--- config.mk ---
export PLATFORM = sky130hd
export DESIGN_NAME = seg_scan_display
export DESIGN_NICKNAME = d
export VERILOG_FILES = /design/src/rtl/seg_pkg.sv /design/src/rtl/bin2bcd_seq.sv /design/src/rtl/seg_scan_display.sv
export SDC_FILE = /design/constraint.sdc
export NUM_CORES = 1
export LEC_CHECK = 0
export BUFFER_PORTS_ARGS = -buffer_cell sky130_fd_sc_hd__buf_4
export CORE_AREA = 2 2 83 85
export CTS_BUF_LIST = sky130_fd_sc_hd__clkbuf_8 sky130_fd_sc_hd__clkbuf_16
export CTS_CLUSTER_DIAMETER = 150
export DETAILED_ROUTE_END_ITERATION = 10
export DIE_AREA = 0 0 85 87
export PLACE_DENSITY = 0.72
export REMOVE_ABC_BUFFERS = 1
export SYNTH_ARGS = -nofsm -noshare
export SYNTH_HDL_FRONTEND = slang
export SYNTH_SLANG_ARGS = --single-unit
--- constraint.sdc ---
create_clock -name clk -period 2.3 [get_ports clk]
set_clock_uncertainty 0.1 [all_clocks]
set_input_delay 0.46 -clock clk [delete_from_list [all_inputs] [get_ports clk]]
set_output_delay 0.46 -clock clk [all_outputs]
set_load 0.05 [all_outputs]
--- src/rtl/seg_pkg.sv ---
// Shared types, segment encodings and helpers for the scanned 7-segment display.
package seg_pkg;

    typedef enum logic [1:0] {
        S_IDLE,
        S_CONV,
        S_COMMIT
    } state_t;

    // Active-low {g,f,e,d,c,b,a}
    localparam logic [6:0] SEG_BLANK = 7'h7F;
    localparam logic [6:0] SEG_DASH  = 7'h3F;

    // Decimal digit to active-low segments; anything above 9 shows nothing
    function automatic logic [6:0] bcd_to_seg(input logic [3:0] digit);
        logic [6:0] seg;
        case (digit)
            4'd0:    seg = 7'h40;
            4'd1:    seg = 7'h79;
            4'd2:    seg = 7'h24;
            4'd3:    seg = 7'h30;
            4'd4:    seg = 7'h19;
            4'd5:    seg = 7'h12;
            4'd6:    seg = 7'h02;
            4'd7:    seg = 7'h78;
            4'd8:    seg = 7'h00;
            4'd9:    seg = 7'h10;
            default: seg = SEG_BLANK;
        endcase
        return seg;
    endfunction

    // 10^n, used at elaboration time for the overflow threshold
    function automatic int unsigned pow10(input int n);
        int unsigned p;
        p = 1;
        for (int k = 0; k < n; k++) begin
            p = p * 10;
        end
        return p;
    endfunction

endpackage

--- src/rtl/bin2bcd_seq.sv ---
// Sequential binary-to-BCD converter: one shift-add-3 step per cycle,
// VAL_W steps after start. done is high in the cycle of the final step,
// so bcd_out holds the finished result from the following cycle.
module bin2bcd_seq #(
    parameter int VAL_W      = 7,
    parameter int NUM_DIGITS = 2
) (
    input  logic                    clk,
    input  logic                    rst,
    input  logic                    start,
    input  logic [VAL_W-1:0]        bin_in,
    output logic                    done,
    output logic [4*NUM_DIGITS-1:0] bcd_out
);

    localparam int BCD_W = 4 * NUM_DIGITS;
    localparam int CNT_W = $clog2(VAL_W + 1);

    logic [VAL_W-1:0] shift_reg;
    logic [BCD_W-1:0] bcd_reg;
    logic [BCD_W-1:0] adj;
    logic [CNT_W-1:0] cnt_reg;

    // Add 3 to every BCD nibble that is 5 or more before the shift
    generate
        for (genvar gi = 0; gi < NUM_DIGITS; gi++) begin : g_adj
            assign adj[4*gi +: 4] = (bcd_reg[4*gi +: 4] >= 4'd5) ?
                                    (bcd_reg[4*gi +: 4] + 4'd3) :
                                     bcd_reg[4*gi +: 4];
        end
    endgenerate

    // Load on start, then shift the binary MSB into the BCD accumulator;
    // bits leaving the top of the accumulator are simply dropped
    always_ff @(posedge clk) begin
        if (rst) begin
            shift_reg <= '0;
            bcd_reg   <= '0;
            cnt_reg   <= '0;
        end else if (start) begin
            shift_reg <= bin_in;
            bcd_reg   <= '0;
            cnt_reg   <= CNT_W'(VAL_W);
        end else if (cnt_reg != '0) begin
            bcd_reg   <= {adj[BCD_W-2:0], shift_reg[VAL_W-1]};
            shift_reg <= shift_reg << 1;
            cnt_reg   <= cnt_reg - 1'b1;
        end
    end

    assign done    = (cnt_reg == CNT_W'(1));
    assign bcd_out = bcd_reg;

endmodule

--- src/rtl/seg_scan_display.sv ---
// Display stage: accepts a binary value, converts it to BCD in the
// background and scans it onto a common-anode multiplexed 7-segment bank.
module seg_scan_display
    import seg_pkg::*;
#(
    parameter int CLK_FREQ   = 50_000_000,
    parameter int SCAN_HZ    = 1000,
    parameter int NUM_DIGITS = 2,
    parameter int VAL_W      = 7
) (
    input  logic                  clk,
    input  logic                  rst,
    input  logic [VAL_W-1:0]      val_in,
    input  logic                  val_valid,
    output logic                  val_ready,
    input  logic [NUM_DIGITS-1:0] dp_mask,
    input  logic                  blank_en,
    output logic [7:0]            seg_out,
    output logic [NUM_DIGITS-1:0] seg_sel,
    output logic                  busy
);

    localparam int              PRESCALE = CLK_FREQ / SCAN_HZ;
    localparam int              PRE_W    = $clog2(PRESCALE);
    localparam int              IDX_W    = (NUM_DIGITS > 1) ? $clog2(NUM_DIGITS) : 1;
    localparam int              BCD_W    = 4 * NUM_DIGITS;
    localparam logic [31:0]     MAX_VAL  = 32'(pow10(NUM_DIGITS) - 1);

    state_t            state_reg, state_next;
    logic              val_ready_reg, busy_reg;
    logic              ovf_cap_reg;
    logic [BCD_W-1:0]  disp_reg;
    logic              disp_ovf_reg;
    logic              accept, conv_done;
    logic [BCD_W-1:0]  bcd_result;

    logic [PRE_W-1:0]  presc_reg;
    logic [IDX_W-1:0]  idx_reg;
    logic              tick, ghost;

    logic [7:0]            seg_out_reg;
    logic [NUM_DIGITS-1:0] seg_sel_reg;
    logic [6:0]            dig_seg [NUM_DIGITS];
    logic [NUM_DIGITS-1:0] lz;

    assign accept = (state_reg == S_IDLE) && val_valid && val_ready_reg;

    bin2bcd_seq #(
        .VAL_W      (VAL_W),
        .NUM_DIGITS (NUM_DIGITS)
    ) u_bin2bcd (
        .clk     (clk),
        .rst     (rst),
        .start   (accept),
        .bin_in  (val_in),
        .done    (conv_done),
        .bcd_out (bcd_result)
    );

    // Next-state logic of the accept/convert/commit sequence
    always_comb begin
        state_next = state_reg;
        case (state_reg)
            S_IDLE:   if (accept)    state_next = S_CONV;
            S_CONV:   if (conv_done) state_next = S_COMMIT;
            S_COMMIT:                state_next = S_IDLE;
            default:                 state_next = S_IDLE;
        endcase
    end

    // State, handshake flags and the display register (only written in COMMIT,
    // so the scanned value never shows a half-converted result)
    always_ff @(posedge clk) begin
        if (rst) begin
            state_reg     <= S_IDLE;
            val_ready_reg <= 1'b0;
            busy_reg      <= 1'b0;
            ovf_cap_reg   <= 1'b0;
            disp_reg      <= '0;
            disp_ovf_reg  <= 1'b0;
        end else begin
            state_reg     <= state_next;
            val_ready_reg <= (state_next == S_IDLE);
            busy_reg      <= (state_next == S_CONV);
            if (accept) begin
                ovf_cap_reg <= (32'(val_in) > MAX_VAL);
            end
            if (state_reg == S_COMMIT) begin
                disp_reg     <= bcd_result;
                disp_ovf_reg <= ovf_cap_reg;
            end
        end
    end

    assign tick  = (presc_reg == PRE_W'(PRESCALE - 1));
    assign ghost = tick || (presc_reg == '0);

    // Scan prescaler and digit index; the index moves on the wrap cycle
    always_ff @(posedge clk) begin
        if (rst) begin
            presc_reg <= '0;
            idx_reg   <= '0;
        end else begin
            presc_reg <= tick ? '0 : presc_reg + 1'b1;
            if (tick) begin
                idx_reg <= (idx_reg == IDX_W'(NUM_DIGITS - 1)) ? '0 : idx_reg + 1'b1;
            end
        end
    end

    // Per-digit segment pattern: dash on overflow, blank for leading zeros
    generate
        for (genvar gi = 0; gi < NUM_DIGITS; gi++) begin : g_digit
            if (gi == 0) begin : g_ones
                assign lz[gi] = 1'b0;
            end else begin : g_upper
                assign lz[gi] = (disp_reg[BCD_W-1:4*gi] == '0);
            end
            assign dig_seg[gi] = disp_ovf_reg       ? SEG_DASH  :
                                 (blank_en && lz[gi]) ? SEG_BLANK :
                                 bcd_to_seg(disp_reg[4*gi +: 4]);
        end
    endgenerate

    // Registered drivers; everything dark around each digit change
    always_ff @(posedge clk) begin
        if (rst || ghost) begin
            seg_out_reg <= 8'hFF;
            seg_sel_reg <= '1;
        end else begin
            seg_out_reg <= {~dp_mask[idx_reg], dig_seg[idx_reg]};
            seg_sel_reg <= ~(NUM_DIGITS'(1) << idx_reg);
        end
    end

    assign val_ready = val_ready_reg;
    assign busy      = busy_reg;
    assign seg_out   = seg_out_reg;
    assign seg_sel   = seg_sel_reg;

endmodule

==> results by group <==
Run status
  – Status: complete, no violations

Synth
  – Synth Area in Simple Gates: 22.7%
  – Post-synth ARST share: 0%
  – Synthesized area per cell: 9.20 um2
  – Ys Warns: 0
  – Syn Std Cell Area: 3390 um2
  – Cell with the most instances after synthesis: dfxtp_1
  – EDFF count, synth: 0
  – Post-synth top cells: dfxtp_1, nor2_1, nand2_1, a21oi_1, inv_1
  – Synth Area in XOR/XNOR: 3.88%
  – Top cells by area, synth: dfxtp_1, ha_1, nor2_1
  – Synth Flop Type: dfxtp_1
  – Post-synth top area share: 43.1%
  – Mapped Cells: 368
  – Post-synthesis compound-gate area fraction: 12.6%
  – Main combinational cell family by area after synthesis: simple AND/OR/NAND/NOR gates
  – Seq/Total Area, Yosys: 43.1%
  – #FFs+latches synth: 73
  – Post-synth top area cell: dfxtp_1
  – Post-synthesis mux area share: 5.06%
  – Post-synth cell types: 51
  – Adder-cell share of the synthesized area: 7.02%

Drt
  – DR iter-0 viols: 101
  – DRC errors left: 0
  – Vias per cell: 5.47
  – Total routed wirelength: 6540 um
  – Drt pass-1 iters: 4
  – Vias: 2,651
  – Wire per inst: 13.5 um
  – Detail Route Antenna Nets: 0

Layout
  – Area Overhead vs Synth: 15.8%
  – Share of cells above drive strength 1: 17.5%
  – Post-layout nets: 432
  – Finished Core Util: 59.7%
  – Final Non-Filler Cells: 485
  – Design area: 3920 um2
  – # fillers: 560
  – ANT cells: 0

Floorplan
  – Die area: 7400 um2
  – Row count: 30
  – Core area: 6570 um2
  – Starting density of the core: 51.6%
  – DIE WIDTH: 85 um
  – Die Span Y: 87 um
  – IO Count: 25

CTS
  – Reg clk slew, reported paths: 0.08 ns
  – CTS root buffer: clkbuf_8
  – CTS tree: built
  – CTS HTree Levels: 3
  – Post-CTS Hold Buffers: 0
  – Post-CTS Setup Bufs: 0
  – Clock insertion delay at the later pin of the skew report: 0.35 ns
  – CTS resizes: 0
  – Clock sinks: 73
  – Total CTS buffers: 9
  – Longest Clk Path Bufs: 2

Placed design
  – Global placement routability congestion: 0.828
  – Final HPWL DP: 4770 um
  – Port Buffer Count: 24
  – Placed cell count: 469
  – Area after DPL: 3680 um2
  – DP Worst Slack: 0.183 ns

STA
  – Final setup vio count: 0
  – FMAX: 0.525 GHz
  – Worst hold slack: 0.256 ns
  – Worst-margin pin slew: 0.529 ns
  – Fin. max-slew vios: 0
  – Final min period: 1.91 ns
  – RSZ-0062 raised after global routing: false
  – Max-slew headroom at the worst pin: 64.5%
  – Final hold violations: 0
  – Setup TNS Final: 0 ns
  – Worst Slack Setup Final: 0.394 ns
  – Fin crit share: 82.9%

GRT
  – Largest net degree at the start of global routing: 20
  – Global-route wire length before repair: 11,400 um
  – Total global routing overflow: 0
  – Antenna violations before repair: 0
  – Vias in the first global route: 2,532
  – GRT Overall Usage: 19.3%

Critical path
  – Top delay family on crit path: simple AND/OR/NAND/NOR gates
  – CP arrival: 2.03 ns
  – WP buf/inv: 2
  – Data required, critical path: 2.43 ns
  – Crit-path slowest cell: nor4bb_1
  – CP Depth: 7
  – Reg2reg setup slack: 0.39 ns
  – Setup crit start kind: register
  – Crit path max fanout: 11
  – Crit. Startpoint: state_reg[0]
  – RR Startpoint: state_reg[0]
  – Crit end category: register
  – Largest stage delay, worst path: 0.38 ns
  – CP Cell Sequence: buf_4, nor4bb_1, a31o_2, inv_1, ha_1, mux2i_1, a21oi_1
  – Worst Reg-to-Reg Cells: 7
  – Crit Path Class: register to register

Power
  – P per Cell Area: 901 nW/um2
  – Max VDD drop: 662 uV
  – Total power: 3.53 mW
  – P_leak: 1.64 nW

Job
  – Max_cap viols: 0

Hold path
  – Hold Crit Start: val_in[0]
  – HP Class: input pin to register
[layer usage]
layer | global-route usage (%) | share of wire, % | vias up
met5 | 0 | 0 | -
met4 | 10.5 | 2.6 | 0
met3 | 3.51 | 3.1 | 16
met2 | 31.3 | 47 | 52
met1 | 24.4 | 47 | 1232
li1 | - | - | 1351
[worst min-delay path by stage]
stage	depth (start not counted)	slack (ns)	end
global route	3	0.27	u_bin2bcd.shift_reg[0]
detailed placement	2	0.35	seg_out[5]
global placement	2	0.34	seg_out[5]
floorplan	2	0.33	disp_ovf_reg
CTS	3	0.24	u_bin2bcd.shift_reg[0]
finish	3	0.26	u_bin2bcd.shift_reg[0]
[worst reg2reg max path, cell delays in order (launching register included)]
cell and delay (ns):
dfxtp_1 0.31, buf_4 0.16, nor4bb_1 0.38, a31o_2 0.25, inv_1 0.11, ha_1 0.23, mux2i_1 0.15, a21oi_1 0.08
[report_power, final]
| part | internal, mW | switching [mW] |
|---|---|---|
| sequential | 1.39 | 0.102 |
| clock | 0.744 | 0.468 |
| combinational | 0.338 | 0.488 |
[cell type report]
| type | count | area (um2) | area share, % |
|---|---|---|---|
| inverters | 25 | 93.8 | 2.39 |
| flip-flops and latches | 73 | 1460 | 37.3 |
| clock buffers | 10 | 138 | 3.51 |
| repair buffers | 38 | 285 | 7.28 |
| well taps | 80 | 100 | 2.55 |
| multi-input cells | 253 | 1740 | 44.3 |
| clock inverters | 6 | 106 | 2.71 |
[cells in the final DEF (no fill, tap or decap), drive strengths merged, types with 3 or more instances in the layout]
cell type,Yosys,final
ha,19,19
nor4,10,10
o22ai,8,8
nand2,32,32
clkbuf,4,10
mux2,3,3
buf,13,38
and3,5,5
o21ai,7,7
nand4,5,5
inv,25,26
nor3,11,11
a31o,5,5
mux2i,13,13
dfxtp,73,73
nor2,35,35
nor2b,3,3
a31oi,4,4
bufinv,0,3
nor4bb,4,4
a21oi,25,25
xnor2,13,13
nand2b,6,6
nand3,17,17
a311oi,6,6
[cell families after synthesis]
family                     Yosys count
and+or+nand+nor                    141
adders and majority gates           19
AOI/OAI and AO/OA                   62
DFF                                 73
muxes                               16
buffers and inverters               42
xor gates and xnor gates            15
Note: power is estimated with default switching activity, not from simulation.
